===== src/rtl/scan_mux.sv =====
// -----------------------------------------------------------------------------
// scan_mux -- registered N-channel multiplexer with one-hot select outputs.
//
// Two operating modes:
//   manual (mode_i=0): the channel named by sel_i is forwarded every cycle.
//   auto   (mode_i=1): the block walks circularly through the channels whose
//                      ch_mask_i bit is set, dwelling DWELL cycles on each.
//
// Ports:
//   clk          rising-edge system clock
//   rst_n        asynchronous active-low reset
//   en_i         clock enable; low freezes every register (wrap_o drops to 0)
//   mode_i       0 = manual select, 1 = auto-scan
//   sel_i        manual channel index
//   ch_mask_i    per-channel auto-scan eligibility
//   din_i        packed channel data, channel k at [k*WIDTH +: WIDTH]
//   dout_o       registered data of the current channel
//   onehot_o     registered one-hot of the current channel
//   cur_sel_o    registered current channel index
//   valid_o      dout_o holds data from a legal channel
//   wrap_o       one-cycle pulse when auto-scan wraps past the top channel
// -----------------------------------------------------------------------------
module scan_mux #(
  parameter int WIDTH    = 4,
  parameter int CHANNELS = 4,
  parameter int SEL_W    = 2,
  parameter int DWELL    = 8
) (
  input  logic                      clk,
  input  logic                      rst_n,
  input  logic                      en_i,
  input  logic                      mode_i,
  input  logic [SEL_W-1:0]          sel_i,
  input  logic [CHANNELS-1:0]       ch_mask_i,
  input  logic [CHANNELS*WIDTH-1:0] din_i,
  output logic [WIDTH-1:0]          dout_o,
  output logic [CHANNELS-1:0]       onehot_o,
  output logic [SEL_W-1:0]          cur_sel_o,
  output logic                      valid_o,
  output logic                      wrap_o
);

  localparam int CNT_W = (DWELL > 1) ? $clog2(DWELL) : 1;
  localparam logic [CNT_W-1:0] CNT_LAST = CNT_W'(DWELL - 1);

  // Lowest eligible channel reached by searching circularly upward from
  // base (inclusive). Returns -1 when no channel is eligible. The loop runs
  // from the largest offset down so the smallest offset is the one that sticks.
  function automatic int first_eligible(input logic [CHANNELS-1:0] mask,
                                        input int base);
    int result;
    int idx;
    result = -1;
    for (int off = CHANNELS - 1; off >= 0; off--) begin
      idx = base + off;
      if (idx >= CHANNELS) begin
        idx = idx - CHANNELS;
      end else begin
        idx = idx;
      end
      if (mask[idx]) begin
        result = idx;
      end else begin
        result = result;
      end
    end
    return result;
  endfunction

  logic [CNT_W-1:0]    cnt_q,     cnt_d;
  logic [SEL_W-1:0]    cur_sel_q, cur_sel_d;
  logic [WIDTH-1:0]    dout_q,    dout_d;
  logic [CHANNELS-1:0] onehot_q,  onehot_d;
  logic                valid_q,   valid_d;
  logic                wrap_q,    wrap_d;
  // run_q: auto-scan currently owns an eligible channel. Cleared by reset,
  // manual mode and an empty mask, so the next auto cycle re-enters the scan
  // from cur_sel with a fresh dwell.
  logic                run_q,     run_d;

  int   pick_s;       // channel to present next cycle, -1 = none
  int   cur_s;
  int   sel_s;
  int   next_base_s;  // first index strictly above the current channel
  logic cur_elig_s;   // current channel still has its mask bit set

  // Next-state selection and output data path.
  always_comb begin
    cnt_d     = cnt_q;
    cur_sel_d = cur_sel_q;
    dout_d    = dout_q;
    onehot_d  = onehot_q;
    valid_d   = valid_q;
    wrap_d    = 1'b0;
    run_d     = run_q;
    pick_s    = -1;

    cur_s       = int'(cur_sel_q);
    sel_s       = int'(sel_i);
    next_base_s = (cur_s + 1 >= CHANNELS) ? 0 : cur_s + 1;

    cur_elig_s = 1'b0;
    for (int k = 0; k < CHANNELS; k++) begin
      if (k == cur_s) begin
        cur_elig_s = ch_mask_i[k];
      end else begin
        cur_elig_s = cur_elig_s;
      end
    end

    if (!en_i) begin
      // Frozen: every register keeps its value, only wrap is forced low.
      wrap_d = 1'b0;
    end else if (!mode_i) begin
      cur_sel_d = sel_i;
      pick_s    = (sel_s < CHANNELS) ? sel_s : -1;
      valid_d   = (pick_s >= 0);
      cnt_d     = {CNT_W{1'b0}};
      run_d     = 1'b0;
    end else if (ch_mask_i == {CHANNELS{1'b0}}) begin
      valid_d = 1'b0;
      cnt_d   = {CNT_W{1'b0}};
      run_d   = 1'b0;
    end else begin
      if (!run_q) begin
        // (Re)entry: stay on cur_sel if eligible, else step upward to the
        // next eligible channel. An out-of-range cur_sel searches from 0.
        pick_s = first_eligible(ch_mask_i, (cur_s < CHANNELS) ? cur_s : 0);
        cnt_d  = {CNT_W{1'b0}};
      end else if (!cur_elig_s || (cnt_q == CNT_LAST)) begin
        // Dwell expired or channel dropped: advance. A result at or below
        // the current index means the search went past the top channel,
        // which also covers the single-eligible-channel case.
        pick_s = first_eligible(ch_mask_i, next_base_s);
        wrap_d = (pick_s <= cur_s) ? 1'b1 : 1'b0;
        cnt_d  = {CNT_W{1'b0}};
      end else begin
        pick_s = cur_s;
        cnt_d  = cnt_q + {{(CNT_W-1){1'b0}}, 1'b1};
      end
      cur_sel_d = SEL_W'(pick_s);
      valid_d   = 1'b1;
      run_d     = 1'b1;
    end

    if (en_i) begin
      dout_d   = {WIDTH{1'b0}};
      onehot_d = {CHANNELS{1'b0}};
      for (int k = 0; k < CHANNELS; k++) begin
        if (k == pick_s) begin
          dout_d      = din_i[k*WIDTH +: WIDTH];
          onehot_d[k] = 1'b1;
        end else begin
          onehot_d[k] = 1'b0;
        end
      end
    end else begin
      dout_d   = dout_q;
      onehot_d = onehot_q;
    end
  end

  // State and output registers with asynchronous reset.
  always_ff @(posedge clk or negedge rst_n) begin
    if (!rst_n) begin
      cnt_q     <= {CNT_W{1'b0}};
      cur_sel_q <= {SEL_W{1'b0}};
      dout_q    <= {WIDTH{1'b0}};
      onehot_q  <= {CHANNELS{1'b0}};
      valid_q   <= 1'b0;
      wrap_q    <= 1'b0;
      run_q     <= 1'b0;
    end else begin
      cnt_q     <= cnt_d;
      cur_sel_q <= cur_sel_d;
      dout_q    <= dout_d;
      onehot_q  <= onehot_d;
      valid_q   <= valid_d;
      wrap_q    <= wrap_d;
      run_q     <= run_d;
    end
  end

  assign dout_o    = dout_q;
  assign onehot_o  = onehot_q;
  assign cur_sel_o = cur_sel_q;
  assign valid_o   = valid_q;
  assign wrap_o    = wrap_q;

endmodule


===== config.mk =====
export PLATFORM = sky130hd
export DESIGN_NAME = scan_mux
export DESIGN_NICKNAME = d
export VERILOG_FILES = /design/src/rtl/scan_mux.sv
export SDC_FILE = /design/constraint.sdc
export NUM_CORES = 1
export LEC_CHECK = 0
export ABC_AREA = 1
export CORE_MARGIN = 10
export CORE_UTILIZATION = 50
export CTS_BUF_LIST = sky130_fd_sc_hd__clkbuf_2
export DETAILED_ROUTE_END_ITERATION = 7
export GPL_ROUTABILITY_DRIVEN = 1
export HOLD_SLACK_MARGIN = 0.03
export PLACE_DENSITY_LB_ADDON = 0.25
export SYNTH_ARGS = -nofsm -noshare
export SYNTH_HDL_FRONTEND = slang
export SYNTH_SLANG_ARGS = --single-unit
export TNS_END_PERCENT = 20

===== constraint.sdc =====
create_clock -name clk -period 2.9 [get_ports clk]
set_input_delay 0.725 -clock clk [delete_from_list [all_inputs] [get_ports clk]]
set_output_delay 0.725 -clock clk [all_outputs]
set_load 0.005 [all_outputs]

* Word level (Yosys, flattened, before mapping)
Index checks and enable logic that the tools add are counted.
Storage, ports and cells: bits in writable memories 0, memories 0, latch bits 0, bits in registers 16, memory bits (read-only) 0, bits of input ports 26
Cells by class: mux-type cells 114, bitwise logic cells 0, add/subtract/negate cells 15, reduce and logical (&&, ||, !) cells 6, eq/ne operators 8, div/mod/pow operators 0, $mul 0, order comparisons 17, shifts and indexed selects 0
Operators by type and width (count):
- $mux 32 | 63
- $lt 32x4->1 const B | 8
- $ge 32x4->1 const B | 4
- $sub 32x4->32 const B | 4
- $add 32x3->32 const B | 2
- $eq 3x32->1 const A | 2
- $mux 1 | 33
- $add 32x2->32 const B | 1
- $eq 2x32->1 const A | 1
- $le 32x3->1 | 1
- $logic_not 32->1 | 1
- $bmux 1 s2 | 8
- $mux 4 | 4
- $mux 3 | 4
- $sub 3x3->4 const B | 3
- $ge 3x3->1 const B | 3
- $add 2x2->3 const B | 2
- $eq 2x2->1 const A | 2
- $logic_not 4->1 | 1
- $mux 2 | 2
- $sub 2x3->4 const B | 1
- $add 2x1->3 const B | 1
- $add 3x1->3 const B | 1
- $eq 3x3->1 const B | 1
- other kinds (7) | 7

* Depth between registers and ports, before layout
depth after elaboration 34, depth in mapped cells 20, gate-level depth less buffers 20

* Worst setup path before layout
No wires, ideal clock.
path type register to register, start point reg cur_sel_q[0], in the netlist cur_sel_o[0], end point reg onehot_q[3], in the netlist onehot_o[3], clock period less this slack 2.281 ns, library setup time 0.121 ns, data arrival time 2.160 ns, path slack 0.619 ns, data required time 2.779 ns, cell stages (with the launch flop) 19, buffers on the path 1, path through dfrtp_1 inv_1 ha_1 inv_1 nand2_1 nand2_2 nand3_1 nand2_1 nand2_1 nand2_1 nand2_1 nand2_1 nand2_1 nand2_1 nand2_1 nand2_4 nand2_4 buf_6 a22o_1
On the way: longest elaborated chain between the ends 30, elaborated cells on any way between the ends 121
RTL lines:
- start, declared | line 71 | logic [SEL_W-1:0] cur_sel_q, cur_sel_d;
- start signal, assigned | line 167 | cur_sel_q <= {SEL_W{1'b0}};
- start signal, assigned | line 175 | cur_sel_q <= cur_sel_d;
- $add 2x1->3 | line 55, 100
- $ge 3x3->1 | line 56, 100
- $mux 32 | line 100 | next_base_s = (cur_s + 1 >= CHANNELS) ? 0 : cur_s + 1;
- $add 32x3->32 | line 55 | idx = base + off;
- $sub 32x4->32 / $ge 32x4->1 (equally long branches) | line 57, 56
- $mux 32 | line 56 | if (idx >= CHANNELS) begin
- $mux 32 | line 130 | end else if (!cur_elig_s || (cnt_q == CNT_LAST)) begin
- $mux 32 | line 125 | if (!run_q) begin
- (+14 left out)
- $mux 32 | line 111 | if (!en_i) begin
- $mux 32 | line 130
- $mux 32 * | line 125
- $mux 32 * | line 120 | end else if (ch_mask_i == {CHANNELS{1'b0}}) begin
- $mux 32 * | line 114 | end else if (!mode_i) begin
- $mux 32 * | line 111
- $eq 3x32->1 * | line 150 | if (k == pick_s) begin
- $mux 1 * | line 150
- end signal, assigned | line 169 | onehot_q <= {CHANNELS{1'b0}};
- end signal, assigned | line 177 | onehot_q <= onehot_d;
- end, declared | line 73 | logic [CHANNELS-1:0] onehot_q, onehot_d;
Mark *: on every way between the ends. The rest lies on a longest branch, timed or not. The select of a mux whose other input is x is not followed. A chain may end at the register's enable or synchronous reset.

* Final worst setup path
start point in ch_mask_i[2], end point reg dout_q[0], in the netlist dout_o[0]
On the way: longest elaborated chain between the ends 22, elaborated cells on any way between the ends 55
RTL lines:
- start, declared | line 34 | input logic [CHANNELS-1:0] ch_mask_i,
- $bmux 1 s2 | line 61 | if (mask[idx]) begin
- $mux 1 (implied by the code) (2 in series) | line 61
- $mux 32 (4 in series) | line 61
- $mux 32 | line 130
- $mux 32 | line 125
- $mux 32 | line 120
- $mux 32 | line 114
- $mux 32 | line 111
- $mux 32 | line 130
- $mux 32 | line 125
- $mux 32 * | line 120
- $mux 32 * | line 114
- $mux 32 * | line 111
- $logic_not 32->1 | line 150
- $mux 4 (3 in series) | line 150
- $mux 4 * | line 150
- end signal, assigned | line 168 | dout_q <= {WIDTH{1'b0}};
- end signal, assigned | line 176 | dout_q <= dout_d;
- end, declared | line 72 | logic [WIDTH-1:0] dout_q, dout_d;
Marks and branches as above.

==> reports/summary.log <==
INFO  worst_setup_path timing.critical_path.cells=clkdlybuf4s50_1 > inv_1 > o21ai_1 > nand2_1 > nand2_1 > nand2_1 > nand3_1 > nand2_1 > a21oi_1 > nand2_2 > nand2_4 > nor2_8 > nand2_4 > nand3_2 > nand2_1 > nand3_1
INFO  placed_design  place_worst_setup_slack=-0.01356ns
INFO  worst_setup_path critical-path-top-delay-family=simple AND/OR/NAND/NOR gates
INFO  clocking       cts_tree=yes
INFO  clocking       post-cts-setup-buffers=0
INFO  min_path       hold_path.class=register to register
INFO  placed_design  io_buffers=37
INFO  yosys          synth_seq_area_share=26.80%
INFO  worst_setup_path endpoint=dout_o[0]
INFO  cells_and_area combined_area_of_the_multi_input_logic_cells=969.7µm²
INFO  worst_setup_path worstRegToRegCells=20
INFO  cells_and_area layout-drive-gt1-share=11.28%
INFO  power          vdd_drop_max=0.2311mV
INFO  timing         rel_slew_slack=53.90%
INFO  timing         clock_skew=0.004973ns
INFO  global_routing maximum_number_of_pins_on_one_net_before_global_route_repair=17
INFO  clocking       clock_tree.htree_level_count=1
INFO  clocking       cts_max_path_buffers=2
INFO  routing        per_cell_routed_wire_length=13.06µm
INFO  clocking       cts_made_buffers=3
INFO  placed_design  place_hpwl=3161µm
INFO  worst_setup_path timing.critical_path.mode_cell=nand2_1
INFO  worst_setup_path critical_path.startpoint=ch_mask_i[2]
INFO  global_routing grt_antenna_before_repair=0
INFO  clocking       resized_gates_after_cts=0
INFO  yosys          synth-main-ff-cell=dfrtp_1
INFO  yosys          synth_edf_count=0
INFO  cells_and_area final_common_cell=nand2_1
INFO  timing         finalWorstSetupSlack=0.2523ns
INFO  worst_setup_path cp_max_fo=9
INFO  worst_setup_path cp_data_required_time=3.08ns
INFO  timing         final_min_period_over_clock_period=91.30%
INFO  floorplan      chipHeight=74.66µm
INFO  timing         max_freq=377.7MHz
INFO  timing         setup_viol=0
INFO  clocking       cts.clk_slew.worst_paths=0.14ns
INFO  cells_and_area finalNetCount=302
INFO  clocking       post_cts_hold_buffer_count=0
INFO  worst_setup_path crit_path_buffers_inverters=2
INFO  cells_and_area final_cell_mix=95 x nand2_1, 37 x clkdlybuf4s50_1, 22 x inv_1
INFO  cells_and_area n_fill_cell=265
INFO  clocking       worstSkewPairLatency=0.28ns
INFO  worst_setup_path cp_data_arrival_time=2.83ns
INFO  global_routing grtUsageTotal=14.44%
INFO  worst_setup_path critical_path_depth=16
INFO  cells_and_area final-instance-count-excl-fill=297
INFO  cells_and_area final_design_area_no_fill=1932µm²
INFO  yosys          asyncSetResetFlopFracSynth=100.0%
INFO  cells_and_area area_growth_from_synthesis_to_final_layout=29.31%
INFO  worst_setup_path critPathLaunchType=primary input
INFO  flow_run       max_cap_violations=0
INFO  worst_setup_path slowest_stage=clkdlybuf4s50_1
INFO  clocking       cts_root_buf=clkbuf_2
INFO  timing         setup_repair_after_global_routing_missed_its_margin=no
INFO  yosys          yosysWarnings=0
INFO  global_routing first_global_vias=1477
INFO  yosys          postSynthNetCount=258
INFO  floorplan      dieArea=5574µm²
INFO  global_routing congestion_overflow_gr=0
INFO  worst_setup_path r2r_slack=0.30ns
INFO  run_status     run_status=finished clean
INFO  placed_design  place_area=1917µm²
INFO  floorplan      rows=19
INFO  floorplan      dieWidth=74.66µm
INFO  floorplan      coreArea=2805µm²
INFO  worst_setup_path worstSetupEndpointType=register
INFO  timing         final_hold_viol_count=0
INFO  global_routing grt_first_pass_wirelength=6617µm
INFO  floorplan      ios=38
INFO  timing         fin_crit=2.648ns
INFO  power          powerDensity=540.6nW/µm²
INFO  floorplan      floorplan.initialDensity=53.26%
INFO  clocking       clock_sink_total=16
INFO  routing        first_iter_violations=94
INFO  worst_setup_path r2r_end=dout_o[0]
INFO  routing        ant_nets=0
INFO  routing        drt_drc_violations_left=0
INFO  worst_setup_path crit-reg2reg-launch=cur_sel_o[0]
INFO  placed_design  weighted_congestion_at_the_end_of_routability_driven_global_placement=0.8930
INFO  timing         hold_slack=0.5054ns
INFO  yosys          ys_types=30
INFO  routing        dr.pass1.iters=4
INFO  placed_design  placed_cells=294
INFO  timing         slew_violations=0
INFO  cells_and_area n_antenna_cell=0
INFO  yosys          syn-mean-instance-area=6.669µm²
INFO  routing        total_wirelength_of_the_detailed_routed_design=3878µm
INFO  yosys          yosys_register_bits=16
INFO  timing         worst_slew_pin_slew=0.6893ns
INFO  yosys          post_synth_instance_area=1494µm²
INFO  routing        post_drt_via_cell_ratio=5.229
INFO  worst_setup_path critical-path-max-stage-delay=0.51ns
INFO  power          power_leakage=1.041nW
INFO  cells_and_area seqCellArea=400.4µm²
INFO  routing        route.vias.total=1553
INFO  worst_setup_path crit_type=primary input to register
INFO  yosys          synthesis.instances=224
## stage by stage
stage | util [%] | power [mW] | setup TNS, ns
4_1_cts | 68.87 | 1.046 | 0
6_report | 68.87 | 1.044 | 0
2_1_floorplan | - | 0.7359 | 0
3_3_place_gp | 68.33 | 0.9441 | 0
3_5_place_dp | 68.33 | 0.9519 | -0.01451
5_1_grt | 68.87 | 1.155 | 0
## cells in the mapped netlist, types with 2 or more instances
cell type   n  area, µm²
nor2_1      2      7.510
nand3_2     6      60.06
o21ai_1     4      20.02
nand2_4     4      45.04
buf_6       2      22.52
nor2_4      2      22.52
a21oi_1     7      35.03
nand4_1     5      31.28
dfrtp_1    16      400.4
nand2_2     5      31.28
inv_1      22      82.58
ha_1        8      100.1
o21ai_0     9      45.04
nand2_1    95      356.6
nand3b_1    2      15.01
o211ai_1    3      22.52
nand3_1    19      95.09
## layer usage
layer	share of wire, %	global-route usage [%]	vias up
li1	-	-	818
met1	49	19.71	688
met2	45	22.67	45
met3	5.1	3.154	2
met4	0.67	3.361	0
met5	0	0	-
## flip-flops by register name (all words and copies together), names as in the netlist
| register | flops |
|---|---|
| cnt_q | 3 |
| run_q | 1 |
| cur_sel_o | 2 |
| valid_o | 1 |
| dout_o | 4 |
| wrap_o | 1 |
| onehot_o | 4 |
## worst min-delay path, stage by stage, from the launching register on
cell,delay (ns)
dfrtp_1,0.37
nand2_1,0.05
o21ai_1,0.06
## kinds of logic after synthesis
logic type,count (synthesis),share of synthesized area (%)
DFF,16,26.80
and+or+nand+nor,142,46.23
muxes,1,0.6700
adders and majority gates,8,6.700
AOI/OAI and AO/OA,29,11.31
buffers and inverters,28,8.291
## cell type report
cell class | instances | share of cell area [%]
Clock buffer | 3 | 0.7772
Inverter | 24 | 4.793
Multi-Input combinational cell | 180 | 50.19
Sequential cell | 16 | 20.73
Tap cell | 31 | 2.008
Timing Repair Buffer | 43 | 21.50
## how the worst min path moves through the flow
stage	endpoint	start	slack (ns)	cells after the start
2_1_floorplan	cnt_q[0]	rst_n	0.43	0
3_3_place_gp	cnt_q[2]	cnt_q[2]	0.48	2
3_5_place_dp	onehot_o[2]	onehot_o[2]	0.47	2
4_1_cts	onehot_o[2]	onehot_o[2]	0.50	2
5_1_grt	onehot_o[1]	onehot_o[1]	0.53	2
6_report	onehot_o[1]	onehot_o[1]	0.51	2
## where the power goes
group | internal, mW | switching, mW
Sequential | 0.260 | 0.0213
Combinational | 0.282 | 0.389
Clock | 0.0282 | 0.0638
Power figures use the tool's default switching activity.
